===== config.mk =====
export PLATFORM = sky130hd
export DESIGN_NAME = context_scheduler
export DESIGN_NICKNAME = d
export VERILOG_FILES = /design/src/rtl/context_scheduler.sv
export SDC_FILE = /design/constraint.sdc
export NUM_CORES = 1
export LEC_CHECK = 0
export ABC_AREA = 0
export BUFFER_PORTS_ARGS = -buffer_cell sky130_fd_sc_hd__buf_2
export CORE_MARGIN = 5
export CORE_UTILIZATION = 35
export CTS_BUF_LIST = sky130_fd_sc_hd__clkbuf_2
export DETAILED_ROUTE_END_ITERATION = 12
export PLACE_DENSITY = 0.64
export SLEW_MARGIN = 20
export SYNTH_ARGS = -nofsm -noshare
export SYNTH_HDL_FRONTEND = slang
export SYNTH_SLANG_ARGS = --single-unit
export TNS_END_PERCENT = 100

===== constraint.sdc =====
create_clock -name Slow_Clock -period 4.35 [get_ports Slow_Clock]
set_clock_uncertainty 0.05 [all_clocks]
set_input_delay 0.435 -clock Slow_Clock [delete_from_list [all_inputs] [get_ports Slow_Clock]]
set_output_delay 0.435 -clock Slow_Clock [all_outputs]
set_load 0.005 [all_outputs]

===== src/rtl/context_scheduler.sv =====
// ---------------------------------------------------------------------------
// context_scheduler
//
// Round-robin time-slice scheduler for the 4-context processor. It counts a
// quantum, picks the next eligible process ID and raises a context-change
// request toward the core. The request is held until the core acknowledges it.
//
// Optional build macro: SCHED_ACK_TIMEOUT_EN
//   When defined, an unanswered request is abandoned after 255 cycles and the
//   sticky Ack_Timeout flag is raised. When undefined, REQ waits indefinitely
//   and the Ack_Timeout port does not exist.
//
// Ports:
//   Slow_Clock    in   processor clock, rising-edge state updates
//   Reset_N       in   synchronous active-low reset
//   Enable        in   scheduler enable; low stops new preemptions
//   Quantum       in   slice length in cycles (0 behaves as 1)
//   Ready_Mask    in   per-process runnable flags
//   Cur_Proc_ID   in   process currently running in the core
//   Proc_Done     in   pulse: current process halted (early yield)
//   Clear_Done    in   clears Done_Mask, wins over Proc_Done
//   Preempt_Ack   in   core performed the context change
//   Preempt_Req   out  request to switch to Next_Proc_ID
//   Next_Proc_ID  out  target context
//   Timer_Value   out  remaining cycles in the current slice
//   Done_Mask     out  sticky per-process halted flags
//   All_Done      out  no eligible process remains
//   Ack_Timeout   out  (macro only) sticky request-timeout flag
//   Switch_Count  out  number of acknowledged switches (wraps)
// ---------------------------------------------------------------------------
module context_scheduler #(
  parameter int NUM_PROCS = 4,
  parameter int QUANTUM_W = 16,
  parameter int CNT_W     = 16
) (
  input  logic                 Slow_Clock,
  input  logic                 Reset_N,
  input  logic                 Enable,
  input  logic [QUANTUM_W-1:0] Quantum,
  input  logic [NUM_PROCS-1:0] Ready_Mask,
  input  logic [1:0]           Cur_Proc_ID,
  input  logic                 Proc_Done,
  input  logic                 Clear_Done,
  input  logic                 Preempt_Ack,
  output logic                 Preempt_Req,
  output logic [1:0]           Next_Proc_ID,
  output logic [QUANTUM_W-1:0] Timer_Value,
  output logic [NUM_PROCS-1:0] Done_Mask,
  output logic                 All_Done,
`ifdef SCHED_ACK_TIMEOUT_EN
  output logic                 Ack_Timeout,
`endif
  output logic [CNT_W-1:0]     Switch_Count
);

  localparam int ID_W = 2;

  typedef enum logic [2:0] {IDLE, COUNT, SELECT, REQ, HALTED} state_t;

  state_t               state, state_n;
  logic [QUANTUM_W-1:0] timer_n, q_load;
  logic [ID_W-1:0]      next_id_n, win_id, cand_id;
  logic                 win_found;
  logic [NUM_PROCS-1:0] elig, done_n;
  logic                 all_done_n;
  logic [CNT_W-1:0]     sw_cnt_n;
`ifdef SCHED_ACK_TIMEOUT_EN
  logic [7:0]           to_cnt, to_cnt_n;
  logic                 ack_to_n;
`endif

  assign q_load      = (Quantum == '0) ? QUANTUM_W'(1) : Quantum;
  assign elig        = Ready_Mask & ~Done_Mask;
  assign Preempt_Req = (state == REQ);

  // Round-robin search starting one past the running process; the running
  // process itself is never a winner (handled separately in SELECT).
  always_comb begin
    win_found = 1'b0;
    win_id    = Cur_Proc_ID;
    cand_id   = '0;
    for (int k = 1; k < NUM_PROCS; k++) begin
      cand_id = ID_W'((int'(Cur_Proc_ID) + k) % NUM_PROCS);
      if (!win_found && elig[cand_id]) begin
        win_found = 1'b1;
        win_id    = cand_id;
      end
    end
  end

  always_comb begin
    state_n    = state;
    timer_n    = Timer_Value;
    next_id_n  = Next_Proc_ID;
    all_done_n = All_Done;
    sw_cnt_n   = Switch_Count;
    done_n     = Done_Mask;
`ifdef SCHED_ACK_TIMEOUT_EN
    to_cnt_n   = to_cnt;
    ack_to_n   = Ack_Timeout;
`endif

    if (Clear_Done)
      done_n = '0;
    else if (Proc_Done)
      done_n[Cur_Proc_ID] = 1'b1;

    case (state)
      IDLE: begin
        if (Enable) begin
          timer_n = q_load;
          state_n = COUNT;
        end
      end
      COUNT: begin
        // Disable freezes the timer; re-enabling reloads a fresh slice.
        if (!Enable) begin
          state_n = IDLE;
        end else begin
          timer_n = Timer_Value - QUANTUM_W'(1);
          if (Timer_Value == QUANTUM_W'(1) || Proc_Done)
            state_n = SELECT;
        end
      end
      SELECT: begin
`ifdef SCHED_ACK_TIMEOUT_EN
        to_cnt_n = '0;
`endif
        if (win_found) begin
          next_id_n = win_id;
          state_n   = REQ;
        end else if (elig[Cur_Proc_ID]) begin
          timer_n = q_load;
          state_n = COUNT;
        end else begin
          all_done_n = 1'b1;
          state_n    = HALTED;
        end
      end
      REQ: begin
        if (Preempt_Ack) begin
          sw_cnt_n = Switch_Count + CNT_W'(1);
          timer_n  = q_load;
          state_n  = COUNT;
        end
`ifdef SCHED_ACK_TIMEOUT_EN
        // Counter value 254 on an unacked edge means 255 REQ cycles elapsed.
        else if (to_cnt == 8'd254) begin
          ack_to_n = 1'b1;
          timer_n  = q_load;
          state_n  = COUNT;
        end else begin
          to_cnt_n = to_cnt + 8'd1;
        end
`endif
      end
      HALTED: begin
        if (Clear_Done || (elig != '0)) begin
          all_done_n = 1'b0;
          state_n    = IDLE;
        end
      end
      default: state_n = IDLE;
    endcase
  end

  always_ff @(posedge Slow_Clock) begin
    if (!Reset_N) begin
      state        <= IDLE;
      Timer_Value  <= '0;
      Next_Proc_ID <= '0;
      All_Done     <= 1'b0;
      Switch_Count <= '0;
      Done_Mask    <= '0;
`ifdef SCHED_ACK_TIMEOUT_EN
      to_cnt       <= '0;
      Ack_Timeout  <= 1'b0;
`endif
    end else begin
      state        <= state_n;
      Timer_Value  <= timer_n;
      Next_Proc_ID <= next_id_n;
      All_Done     <= all_done_n;
      Switch_Count <= sw_cnt_n;
      Done_Mask    <= done_n;
`ifdef SCHED_ACK_TIMEOUT_EN
      to_cnt       <= to_cnt_n;
      Ack_Timeout  <= ack_to_n;
`endif
    end
  end

endmodule

# Yosys cells after proc, flatten, opt, wreduce, memory -nomap -nowiden
# Index checks and enable logic that the tools add are counted.
dict set report word_totals {
  elab_cells 86
  regBits 42
  output_inout_bits 40
  in_bits 28
}
dict set report op_classes {
  n_reduce_logical 18
  eq_ne 13
  order_cmp 5
  bitwise 4
  addsub 5
  muxes 35
}
# operator count
set ops {}
lappend ops {{$mux W16} 6}
lappend ops {{$pmux W16 S4} 1}
lappend ops {{$mux W3} 7}
lappend ops {{$add A16 B1 Y16 const B} 1}
lappend ops {{$eq A16 B1 Y1 const B} 1}
lappend ops {{$logic_not A16 Y1} 1}
lappend ops {{$sub A16 B1 Y16 const B} 1}
lappend ops {{$pmux W3 S5} 1}
lappend ops {{$ne A2 B2 Y1 const B} 7}
lappend ops {{$lt A2 B3 Y1 const B} 4}
lappend ops {{$mux W1} 11}
lappend ops {{$bmux W1 S2} 4}
lappend ops {{$reduce_and A4 Y1} 2}
lappend ops {{$reduce_bool A4 Y1} 2}
lappend ops {{$eq A3 B2 Y1 const B} 2}
lappend ops {{$mux W2} 3}
lappend ops {{$reduce_and A6 Y1} 1}
lappend ops {{$add A2 B2 Y2 const B} 2}
lappend ops {{$and A4 B4 Y4} 1}
lappend ops {{$not A4 Y4} 1}
lappend ops {{$or A4 B4 Y4} 1}
lappend ops {{$reduce_and A2 Y1} 2}
lappend ops {{$eq A3 B1 Y1 const B} 1}
lappend ops {{$eq A3 B3 Y1 const B} 1}
lappend ops {{other kinds (12)} 16}

# Longest topological paths before layout
dict set report logic_depth {
  ltp_word 13
  mapped_depth 9
  mapped_depth_nobuf 8
}

# Worst setup path after synthesis
# OpenSTA, ideal clock, no wires.
dict set report synth_timing {
  path_kind {input port to flip-flop}
  start {input Ready_Mask[1]}
  end {register Timer_Value[6]}
  required_ns 4.170
  cell_stages 8
  arrival_time_ns 1.669
  path_buffers 2
  setup_ns 0.130
  setup_slack_ns 2.501
  path_cell_list {nand2b_4 -> buf_6 -> or3_1 -> a21oi_2 -> o221ai_2 -> clkbuf_1 -> o211ai_1 -> o21ai_0}
}
dict set report synth_between {
  elab_chain_len 12
  elab_cells_between_ends 19
  classes_between {eq/ne: 2; mux: 11; bitwise: 1; reduce/logical: 5}
}
# element line
set synth_rtl {}
lappend synth_rtl {{start: declaration} 40} ;# input logic [NUM_PROCS-1:0] Ready_Mask,
lappend synth_rtl {{$and A4 B4 Y4 (*)} 73} ;# assign elig = Ready_Mask & ~Done_Mask;
lappend synth_rtl {{$bmux W1 S2} 84} ;# if (!win_found && elig[cand_id]) begin
lappend synth_rtl {{$mux W1 (not written as such)} 84}
lappend synth_rtl {{$mux W1} 84}
lappend synth_rtl {{$logic_not A1 Y1} 84}
lappend synth_rtl {{$logic_and A1 B1 Y1} 84}
lappend synth_rtl {{$mux W1} 84}
lappend synth_rtl {{$logic_not A1 Y1} 84}
lappend synth_rtl {{$logic_and A1 B1 Y1} 84}
lappend synth_rtl {{$mux W1} 84}
lappend synth_rtl {{$ne A2 B2 Y1 (no line)} n/a}
lappend synth_rtl {{$reduce_and A6 Y1 (no line) (*)} n/a}
lappend synth_rtl {{end signal: assignment} 181} ;# Timer_Value <= timer_n;
lappend synth_rtl {{end: declaration} 47} ;# output logic [QUANTUM_W-1:0] Timer_Value,
# Every way passes the cells marked *; elsewhere a longest branch is shown, timed or not. The select of a mux whose other input is x is not followed.
# A chain may end at the register's enable or synchronous reset.

# Final worst setup path
dict set report layout_timing {
  start {register Timer_Value[1]}
  end {register Timer_Value[12]}
}
dict set report layout_between {
  elab_chain_len 3
}
# element line
set layout_rtl {}
lappend layout_rtl {{$sub A16 B1 Y16} 120} ;# timer_n = Timer_Value - QUANTUM_W'(1);
lappend layout_rtl {{$mux W16} 117} ;# if (!Enable) begin
lappend layout_rtl {{$pmux W16 S4} 108} ;# case (state)
# Every way passes these cells. The select of a mux whose other input is x is not followed.

==> metrics.txt <==
vias in the first global route 2295; # rows 31; post_cts resized 0; clock buffer depth 2; library cells used by synthesis 50; post-route ant nets 0; final clock period utilization by the worst path 50.9%; H-tree depth 2; clock share of power around a quarter; worst-skew pair later-pin latency between 300 and 400 ps; synth top area cells dfxtp_1 (33%), o21ai_0 (5.6%), nand2_1 (5.4%); total power 0.955 mW; drc violations 0; CP Max Fanout 6; Max Slew Vio Count 0; Post-synth EDFFs 0; Starting Density 35.8%; Worst Path Class, Setup flip-flop to flip-flop; CTS tree done; outcome finished, final reports clean; Synth async-reset ratio 0%; Buf+Inv Stages, Crit Path 1; maximum clock rate 0.452 GHz; Setup-failing EPs final 0; ANT cells 0; via count about 2500; largest net degree at the start of global routing 48; Maximum Capacitance Violations 0; Leak between 1 and 1.5 nW; CP arrival 2490 ps; internal power 0.629 mW; depth of the worst register-to-register path 8; final wirelength 6330 um; Comb pwr share between 20 and 30%; synth cell count leaders dfxtp_1 (42), nand2_1 (37), o21ai_0 (29); mean post-synth cell area slightly below 8 um^2; Peak VDD IR 0.112 mV; CP cell instances inv_1 > ha_1 > nor3b_2 > nand2_1 > nor4_4 > nand3_1 > a21o_1 > a21boi_0; layout cells sized above 1 23.0%; count leader, synth dfxtp_1; crit end category flip-flop; Yosys Warn Count 0; Synth top area share 32.5%; total CTS buffers 5; dominant cell type by area after synthesis dfxtp_1; die width ~96 um; CP max stage cell dfxtp_1; total grt overflow 0; Root Buffer clkbuf_2; cells after synthesis 327; Mapped Nets 362; fill count 770; die area 9200 um^2; Seq/Total Area, Yosys roughly a third; Tightest Pin Transition 716 ps; drt wl/cell 13.0 um; Crit. path cell count 8; min cycle time layout 2210 ps; Top FF cell, synth dfxtp_1; RSZ-0062 raised after global routing no; Startpoint Class flip-flop; pwr dens 315 nW/um^2; P&R area growth vs syn 17.3%; Hold Path Class primary input to flip-flop; slew margin rel. between 50% and 60%; DPL Wire Length 4780 um; Vias/cell 5.04; IO Count 68; setup TNS 0 ps; P_sw ~0.33 mW; Hold Path Stages 4; area of the core 7210 um^2; max incr delay on CP between 400 and 500 ps; synthesized area between 2000 and 3000 um^2; Sw Share about a third; sequential share of power 47.3%; wire length of the first global-routing pass roughly 10000 um; DRT iter0 DRCs 123; Seq cells post-synth 42; final hold violations 0; iteration count of the initial detailed-routing pass 4; NumNets Final roughly 420; hold buffer count at cts 0; PortBufs 67; postcts setup bufs 0; CP top delay family simple AND/OR/NAND/NOR gates; GR Util All Layers 14.1%; antenna violations before repair 0; clock slew at reported path FFs 210 ps; Final Wtd Congestion approximately 0.84; Die Ht 95.9 um; Num Clock Sinks 42; CP required about 4600 ps
==> routing by layer <==
layer | part of all wire (%) | vias up | global-route usage, %
met5 | 0 | - | 0
met4 | 1.0 | 0 | 2.96
met3 | 4.7 | 6 | 3.36
met2 | 49 | 59 | 24.6
met1 | 46 | 1118 | 17.6
li1 | - | 1267 | -
==> path summary, 6_finish.rpt <==
check                                 endpoint                         from  slack (ps)
hold / removal           state[2]$_SDFFE_PN0P_                   Clear_Done         270
setup reg to reg  Timer_Value[12]$_SDFFE_PN0P_  Timer_Value[1]$_SDFFE_PN0P_        2140
setup / recovery  Timer_Value[12]$_SDFFE_PN0P_  Timer_Value[1]$_SDFFE_PN0P_        2140
hold reg to reg          All_Done$_SDFFE_PN0P_        All_Done$_SDFFE_PN0P_         440
==> cell families (layout without fill, tap and decap cells) <==
kind of cell,count (synthesis),after routing,share of synthesized area (%)
flops,42,42,32.5
simple gates,147,147,31.8
buf+inv,27,87,5.28
compound gates,87,87,21.2
xor+xnor,15,15,5.08
fa+ha+maj,7,7,3.39
mux,2,2,0.774
==> registers in the layout, summed over array words and instances (netlist names) <==
| name | count |
|---|---|
| Switch_Count | 16 |
| state | 3 |
| Next_Proc_ID | 2 |
| All_Done | 1 |
| Timer_Value | 16 |
| Done_Mask | 4 |
==> metrics by stage <==
stage	hold WS (ps)	setup WS (ps)	instance area (um^2)	utilization, %	cells
floorplan	417	2500	2580	-	327
global placement	417	1970	2960	41.0	477
detailed placement	423	2060	2970	41.1	478
CTS	238	2110	3030	42.0	486
global route	247	1830	3030	42.0	486
finish	271	2140	3030	42.0	486
==> layout make-up <==
cell class / count / area (um^2) / area share [%]
sequential: 42 / 841 / 27.7
clock buffer: 7 / 35.0 / 1.16
inverter: 9 / 33.8 / 1.11
tap: 99 / 124 / 4.08
multi-input combinational: 258 / 1610 / 53.0
clock inverter: 1 / 30.0 / 0.990
timing repair buffer: 70 / 362 / 11.9
==> worst register-to-register path, delay by kind of cell, from the launching register on <==
| kind | cells | cell delay, ps |
|---|---|---|
| DFF | 1 | 430 |
| buffers and inverters | 1 | 120 |
| AOI/OAI and AO/OA | 2 | 350 |
| and+or+nand+nor | 4 | 1020 |
| adders and majority gates | 1 | 180 |
==> placed cells by master (no fill, tap or decap), types with 3 or more instances in the layout <==
| cell type | synthesis | final |
|---|---|---|
| a21o_1 | 6 | 6 |
| xnor2_1 | 10 | 10 |
| nor4_4 | 3 | 3 |
| nor2b_1 | 8 | 8 |
| o21ai_0 | 29 | 29 |
| and3_1 | 4 | 4 |
| nor2_1 | 26 | 26 |
| nor3b_1 | 3 | 3 |
| nor4_1 | 5 | 5 |
| clkbuf_2 | 0 | 7 |
| and2_1 | 16 | 16 |
| nand3_1 | 12 | 12 |
| a21oi_1 | 20 | 20 |
| inv_1 | 9 | 9 |
| nor3_1 | 8 | 8 |
| a21boi_1 | 5 | 5 |
| ha_1 | 7 | 7 |
| dfxtp_1 | 42 | 42 |
| xor2_1 | 5 | 5 |
| a21boi_0 | 6 | 6 |
| nand2b_1 | 7 | 7 |
| o211ai_1 | 6 | 6 |
| and4_1 | 3 | 3 |
| buf_2 | 4 | 67 |
| nand2_1 | 37 | 37 |
| nand4_1 | 5 | 5 |
==> power groups by stage <==
| stage | registers [mW] | logic, mW | clock network [mW] |
|---|---|---|---|
| floorplan | 0.449 | 0.201 | 0 |
| global placement | 0.459 | 0.272 | 0 |
| detailed placement | 0.460 | 0.277 | 0 |
| CTS | 0.452 | 0.278 | 0.238 |
| global route | 0.457 | 0.319 | 0.253 |
| finish | 0.451 | 0.275 | 0.229 |
(Power assumes the default switching activity.)
